===== config.mk =====
export PLATFORM = sky130hd
export DESIGN_NAME = count_mode_sequencer
export DESIGN_NICKNAME = d
export VERILOG_FILES = /design/src/rtl/count_mode_sequencer.sv
export SDC_FILE = /design/constraint.sdc
export NUM_CORES = 1
export LEC_CHECK = 0
export BUFFER_PORTS_ARGS = -buffer_cell sky130_fd_sc_hd__buf_2
export CAP_MARGIN = 20
export CORE_MARGIN = 1
export CORE_UTILIZATION = 50
export DETAILED_ROUTE_END_ITERATION = 8
export PLACE_DENSITY = 0.75
export SETUP_SLACK_MARGIN = 0.5
export SLEW_MARGIN = 25
export SYNTH_ARGS = -nofsm -noshare
export SYNTH_HDL_FRONTEND = slang
export SYNTH_SLANG_ARGS = --single-unit
export TNS_END_PERCENT = 1

===== constraint.sdc =====
create_clock -name CLOCK -period 2.2 [get_ports CLOCK]
set_input_delay 0.44 -clock CLOCK [delete_from_list [all_inputs] [get_ports CLOCK]]
set_output_delay 0.44 -clock CLOCK [all_outputs]
set_load 0.005 [all_outputs]

===== src/rtl/count_mode_sequencer.sv =====
// Command-driven mode sequencer for the universal counter: drives S1/S0/P from
// run/stop/load commands and returns the counter to HOLD after a programmed wrap count.
module count_mode_sequencer #(
    parameter int length = 10,
    parameter int WRAPW  = 8
) (
    input  logic              CLOCK,
    input  logic              Reset,
    input  logic              cmd_valid,
    output logic              cmd_ready,
    input  logic [1:0]        cmd_op,
    input  logic [length-1:0] cmd_data,
    input  logic [WRAPW-1:0]  cmd_wraps,
    input  logic              TerminalCount,
    output logic              S1,
    output logic              S0,
    output logic [length-1:0] P,
    output logic              busy,
    output logic              done,
    output logic [WRAPW-1:0]  wrap_count
);

    // State encoding doubles as the counter mode select {S1,S0}.
    typedef enum logic [1:0] {
        ST_IDLE = 2'b00,
        ST_UP   = 2'b01,
        ST_DOWN = 2'b10,
        ST_LOAD = 2'b11
    } state_t;

    localparam logic [1:0] OP_STOP     = 2'd0;
    localparam logic [1:0] OP_RUN_UP   = 2'd1;
    localparam logic [1:0] OP_RUN_DOWN = 2'd2;
    localparam logic [1:0] OP_LOAD     = 2'd3;

    state_t             r_state;
    logic [length-1:0]  r_p;
    logic [WRAPW-1:0]   r_wrap_count;
    logic [WRAPW-1:0]   r_target;
    logic               r_done;

    state_t             w_state_next;
    logic [length-1:0]  w_p_next;
    logic [WRAPW-1:0]   w_wrap_count_next;
    logic [WRAPW-1:0]   w_target_next;
    logic               w_done_next;
    logic               w_accept;
    logic [WRAPW-1:0]   w_wrap_inc;

    assign cmd_ready  = !Reset && (r_state != ST_LOAD);
    assign w_accept   = cmd_valid && cmd_ready;
    assign w_wrap_inc = r_wrap_count + 1'b1;

    always_comb begin
        w_state_next      = r_state;
        w_p_next          = r_p;
        w_wrap_count_next = r_wrap_count;
        w_target_next     = r_target;
        w_done_next       = 1'b0;

        if (r_state == ST_LOAD) begin
            w_state_next = ST_IDLE;
            w_done_next  = 1'b1;
        end else if (w_accept) begin
            // A command always wins over a coincident wrap: no tally, no done.
            case (cmd_op)
                OP_STOP: begin
                    w_state_next = ST_IDLE;
                end
                OP_RUN_UP: begin
                    w_state_next      = ST_UP;
                    w_target_next     = cmd_wraps;
                    w_wrap_count_next = '0;
                end
                OP_RUN_DOWN: begin
                    w_state_next      = ST_DOWN;
                    w_target_next     = cmd_wraps;
                    w_wrap_count_next = '0;
                end
                default: begin
                    w_state_next = ST_LOAD;
                    w_p_next     = cmd_data;
                end
            endcase
        end else if (r_state != ST_IDLE && TerminalCount) begin
            if (r_target == '0) begin
                if (r_wrap_count != '1) begin
                    w_wrap_count_next = w_wrap_inc;
                end
            end else begin
                w_wrap_count_next = w_wrap_inc;
                // The counter still sees the run mode at this edge, so the final wrap completes.
                if (w_wrap_inc == r_target) begin
                    w_state_next = ST_IDLE;
                    w_done_next  = 1'b1;
                end
            end
        end
    end

    always_ff @(posedge CLOCK) begin
        if (Reset) begin
            r_state      <= ST_IDLE;
            r_p          <= '0;
            r_wrap_count <= '0;
            r_target     <= '0;
            r_done       <= 1'b0;
        end else begin
            r_state      <= w_state_next;
            r_p          <= w_p_next;
            r_wrap_count <= w_wrap_count_next;
            r_target     <= w_target_next;
            r_done       <= w_done_next;
        end
    end

    assign {S1, S0}   = r_state;
    assign P          = r_p;
    assign busy       = (r_state != ST_IDLE);
    assign done       = r_done;
    assign wrap_count = r_wrap_count;

endmodule


==> After elaboration in Yosys (flattened, before gate mapping) <==
Index checks and enable logic that the tools add are counted.
{ "word_totals": {"inputBits": 24, "ff_bits": 29, "elab_cells": 48, "output_inout_bits": 23} }
{ "classes": {"eq_ne": 9, "bitwise": 2, "n_mux": 15, "n_reduce_logical": 16, "addsub": 1} }
{ "op_table": {"columns": ["cell", "n"], "rows": [
  ["two-way mux 8 bit", 5],
  ["AND reduction 3 bit", 3],
  ["adder 8 x 1 -> 8 bit, second input constant", 1],
  ["== test 8 bit", 1],
  ["logical NOT 8 bit", 1],
  ["two-way mux 2 bit", 4],
  ["inequality test 8 bit, second input constant", 1],
  ["inequality test 2 bit, second input constant", 3],
  ["case mux 2 bit (3 select lines)", 1],
  ["nonzero test 2 bit", 3],
  ["two-way mux 1 bit", 5],
  ["== test 2 bit, second input constant", 2],
  ["AND reduction 4 bit", 1],
  ["OR reduction 2 bit", 2],
  ["logical AND 1 bit", 3],
  ["inequality test 3 x 2 -> 1 bit, second input constant", 1],
  ["OR reduction 3 bit", 1],
  ["== test 2 x 1 -> 1 bit, second input constant", 1],
  ["logical NOT 2 bit", 1],
  ["NOT 1 bit", 2],
  ["logical NOT 1 bit", 1]
]} }

==> Depth between registers and ports, before layout <==
{ "depth": {"word_depth": 7, "mapped_depth": 7, "depth_no_buf": 7} }

==> Least setup slack after synthesis <==
OpenSTA, ideal clock, no wires.
{ "synth_timing": {"path_type": "reg2reg", "start": "register r_wrap_count[0] (netlist: wrap_count[0])", "end": "register r_state[0]", "setup_ns": 0.116, "setup_slack_ns": 0.262, "t_required_ns": 2.084, "synth_period_minus_slack_ns": 1.938, "stages_incl_launch_ff": 8, "path_buffers": 0, "arrival_ns": 1.821, "cell_sequence": "dfxtp_1 ha_1 xnor2_1 nand3_1 or3_1 nor4_2 o221ai_2 a41o_1"} }
{ "synth_between": {"elab_chain_len": 4} }
{ "synth_lines": {"columns": ["item", "line_no", "text"], "rows": [
  ["start, declared", "38", "logic [WRAPW-1:0] r_wrap_count;"],
  ["start signal, assigned", "111", "r_wrap_count <= w_wrap_count_next;"],
  ["adder 8 x 1 -> 8 bit", "52", "assign w_wrap_inc = r_wrap_count + 1'b1;"],
  ["== test 8 bit", "93", "if (w_wrap_inc == r_target) begin"],
  ["nonzero test 2 bit (no line)", null, null],
  ["AND reduction 3 bit (no line)", null, null],
  ["end signal, assigned", "109", "r_state <= w_state_next;"],
  ["end, declared", "36", "state_t r_state;"]
]} }
Every way passes these cells.
A chain may end at the register's enable or synchronous reset.

==> Worst setup path after layout <==
{ "layout_timing": {"start": "register r_wrap_count[0] (netlist: wrap_count[0])", "end": "register r_state[1]"} }
Same word-level chain as after synthesis.

==> run_results.csv <==
group,metric,value,unit
setup_path,crit_arrival,2.10,ns
cts,cts_hold_buf,0,
min_path,holdPathStages,3,
route,vias,1453,
power,p_leak,0.885,nW
timing,fmax,537,MHz
synthesis,avgSynthCellArea,8.77,um2
cts,insertion_delay,0.35,ns
setup_path,r2r_end,"r_state[1]",
cts,clk_path_buf_depth,2,
setup_path,r2r_slack,0.34,ns
synthesis,ys_top_cells_by_area,"dfxtp_1, mux2i_1, nand2_1",
floorplan,die_h,57.4,um
floorplan,num_rows,19,
timing,fin_ws,0.337,ns
synthesis,synth_most_common_cell,"dfxtp_1",
setup_path,crit_path_max_fanout,7,
layout,n_fill_cell,242,
grt,grt_max_degree,29,
synthesis,syn_nets,204,
run_status,status,"finished with violations",
floorplan,die_area,3300,um2
placed_design,hpwlAfterDp,2.63,mm
floorplan,num_io_pins,47,
run_status,violations,"design-rule violations",
synthesis,synth_top_area_share,37.8,%
timing,setup_viol,0,
min_path,min_path_type,"input port to register",
grt,grt_overflow_total,0,
power,p_per_area,609,nW/um2
setup_path,cp-end-kind,"register",
layout,diodes,0,
route,ant_nets,0,
synthesis,synth_cells,175,
timing,worst_slew_pin_slew,0.401,ns
synthesis,yosys_most_used_dff,"dfxtp_1",
cts,cts_tree,"done",
min_path,holdPathEnd,"r_target[1]",
synthesis,syn_area,1540,um2
route,wl_per_cell,14.0,um
route,dr.pass1.iters,6,
run,cap_violations,0,
setup_path,path_class,"register to register",
min_path,hold_start,"cmd_wraps[1]",
route,routed_wl,3.59,mm
route,drcViolationCount,1,
route,drtIter0Drc,57,
synthesis,async_flop_share,0,%
route,vias_per_cell,5.65,
cts,cts_sinks,29,
synthesis,synth_top_cells_by_count,"dfxtp_1, nand2_1, nor2_1",
synthesis,synth_edf_count,0,
cts,cts_buffers,5,
timing,period_share,84.7,%
floorplan,die_w,57.4,um
setup_path,r2r_start,"wrap_count[0]",
floorplan,coreArea,2830,um2
cts,path_clk_slew,0.11,ns
timing,setup_tns,0,ns
synthesis,yosysSeqAreaShare,37.8,%
layout,layout-drive-gt1-share,34.5,%
layout,fin_area,1910,um2
placed_design,gp_congestion,0.895,
setup_path,crit_required,2.44,ns
grt,track_usage,24.0,%
layout,areaGrowthSynthToFinish,24.5,%
setup_path,critPathLaunchType,"register",
timing,max-slew-margin-rel,73.3,%
synthesis,yosysTopAreaCell,"dfxtp_1",
floorplan,initial_core_util,54.3,%
synthesis,ys_ff_latch,29,
cts,htree_num_levels,2,
placed_design,place_area,1820,um2
timing,clock_skew,0.00891,ns
timing,finalCriticalPeriod,1.86,ns
timing,rsz0062_at_grt,"true",
grt,grt_pass1_wl,5.97,mm
layout,nets,254,
power,vdd_ir_drop_max,0.506,mV
synthesis,ys_types,37,
cts,cts-root-buf,"clkbuf_4",
synthesis,ys_warn_count,0,
timing,finalMaxSlewViolations,0,
placed_design,numPortBuffers,46,
placed_design,dp_slack,0.319,ns
grt,grt_pass1_vias,1403,
timing,finalHoldViolCount,0,
setup_path,reg2reg_depth,7,
grt,antenna_found_initial,0,
power,total_power,0.00116,W
## per-layer routing
| layer | wire length (um) | vias up | global-route usage, % |
|---|---|---|---|
| met1 | 1460 | 656 | 27.2 |
| met4 | 116 | 0 | 15.0 |
| li1 | - | 722 | - |
| met5 | 0 | - | 0 |
| met2 | 1760 | 63 | 38.5 |
| met3 | 247 | 12 | 8.39 |
## worst max-delay path: stages (launching register included)
cell and delay (ns):
dfxtp_4 0.39, ha_4 0.25, xnor2_2 0.14, nand3_1 0.09, or3_1 0.32, nor4_2 0.17, o221ai_2 0.16, a41o_1 0.23
## logic make-up after synthesis
logic type      after synthesis  share of synthesized area (%)
xor+xnor                     11                           6.28
compound gates               37                           17.3
fa+ha+maj                     5                           4.07
simple gates                 73                           25.3
mux                          10                           6.52
buf+inv                      10                           2.69
flops                        29                           37.8
## sequential cells by signal, summed over array words and instances (netlist names)
name	cells
wrap_count	8
r_state	2
P	10
done	1
r_target	8
## metrics by stage
step                      instances  hold slack (ns)  utilization, %
final                           257            0.319            67.6
after global routing            257            0.298            67.6
after CTS                       257            0.304            67.6
after detailed placement        249            0.481            64.4
after global placement          249            0.473            64.4
after floorplan                 175            0.461               -
## where the power goes
group	switching [W]	internal (W)	total, W
combinational	0.0000816	0.0000717	0.000153
sequential	0.0000166	0.000538	0.000555
clock	0.000214	0.000241	0.000456
## cell usage in the layout, fill, tap and decap left out, drive strengths merged, types with 5 or more instances in the layout
cell type  instances
nand3              9
nand2             26
clkbuf             5
o21ai              7
mux2i             10
buf               50
nor2              21
a21oi             16
dfxtp             29
ha                 5
xnor2              7
## cell type report
| cell class | instances | area (um2) | area share (%) |
|---|---|---|---|
| multi-input combinational | 136 | 933 | 48.8 |
| timing repair buffer | 50 | 260 | 13.6 |
| inverter | 3 | 11.3 | 0.589 |
| sequential | 29 | 586 | 30.6 |
| tap | 31 | 38.8 | 2.03 |
| clock inverter | 3 | 45.0 | 2.36 |
| clock buffer | 5 | 37.5 | 1.96 |
## worst max path at each step
stage | endpoint | slack, ns | cells after the start | start
after floorplan | r_state[0] | 0.47 | 7 | wrap_count[0]
after global placement | wrap_count[3] | 0.38 | 6 | cmd_valid
after detailed placement | r_state[1] | 0.32 | 7 | wrap_count[0]
after CTS | r_state[1] | 0.33 | 7 | wrap_count[0]
after global routing | r_state[1] | 0.15 | 7 | wrap_count[0]
final | r_state[1] | 0.34 | 7 | wrap_count[0]
## timing repair
item | in CTS | in global routing
buffers inserted | 0 | 0
endpoints found under the setup margin | 11 | 11
gates resized for setup | 1 | 0
(Power assumes the default switching activity.)
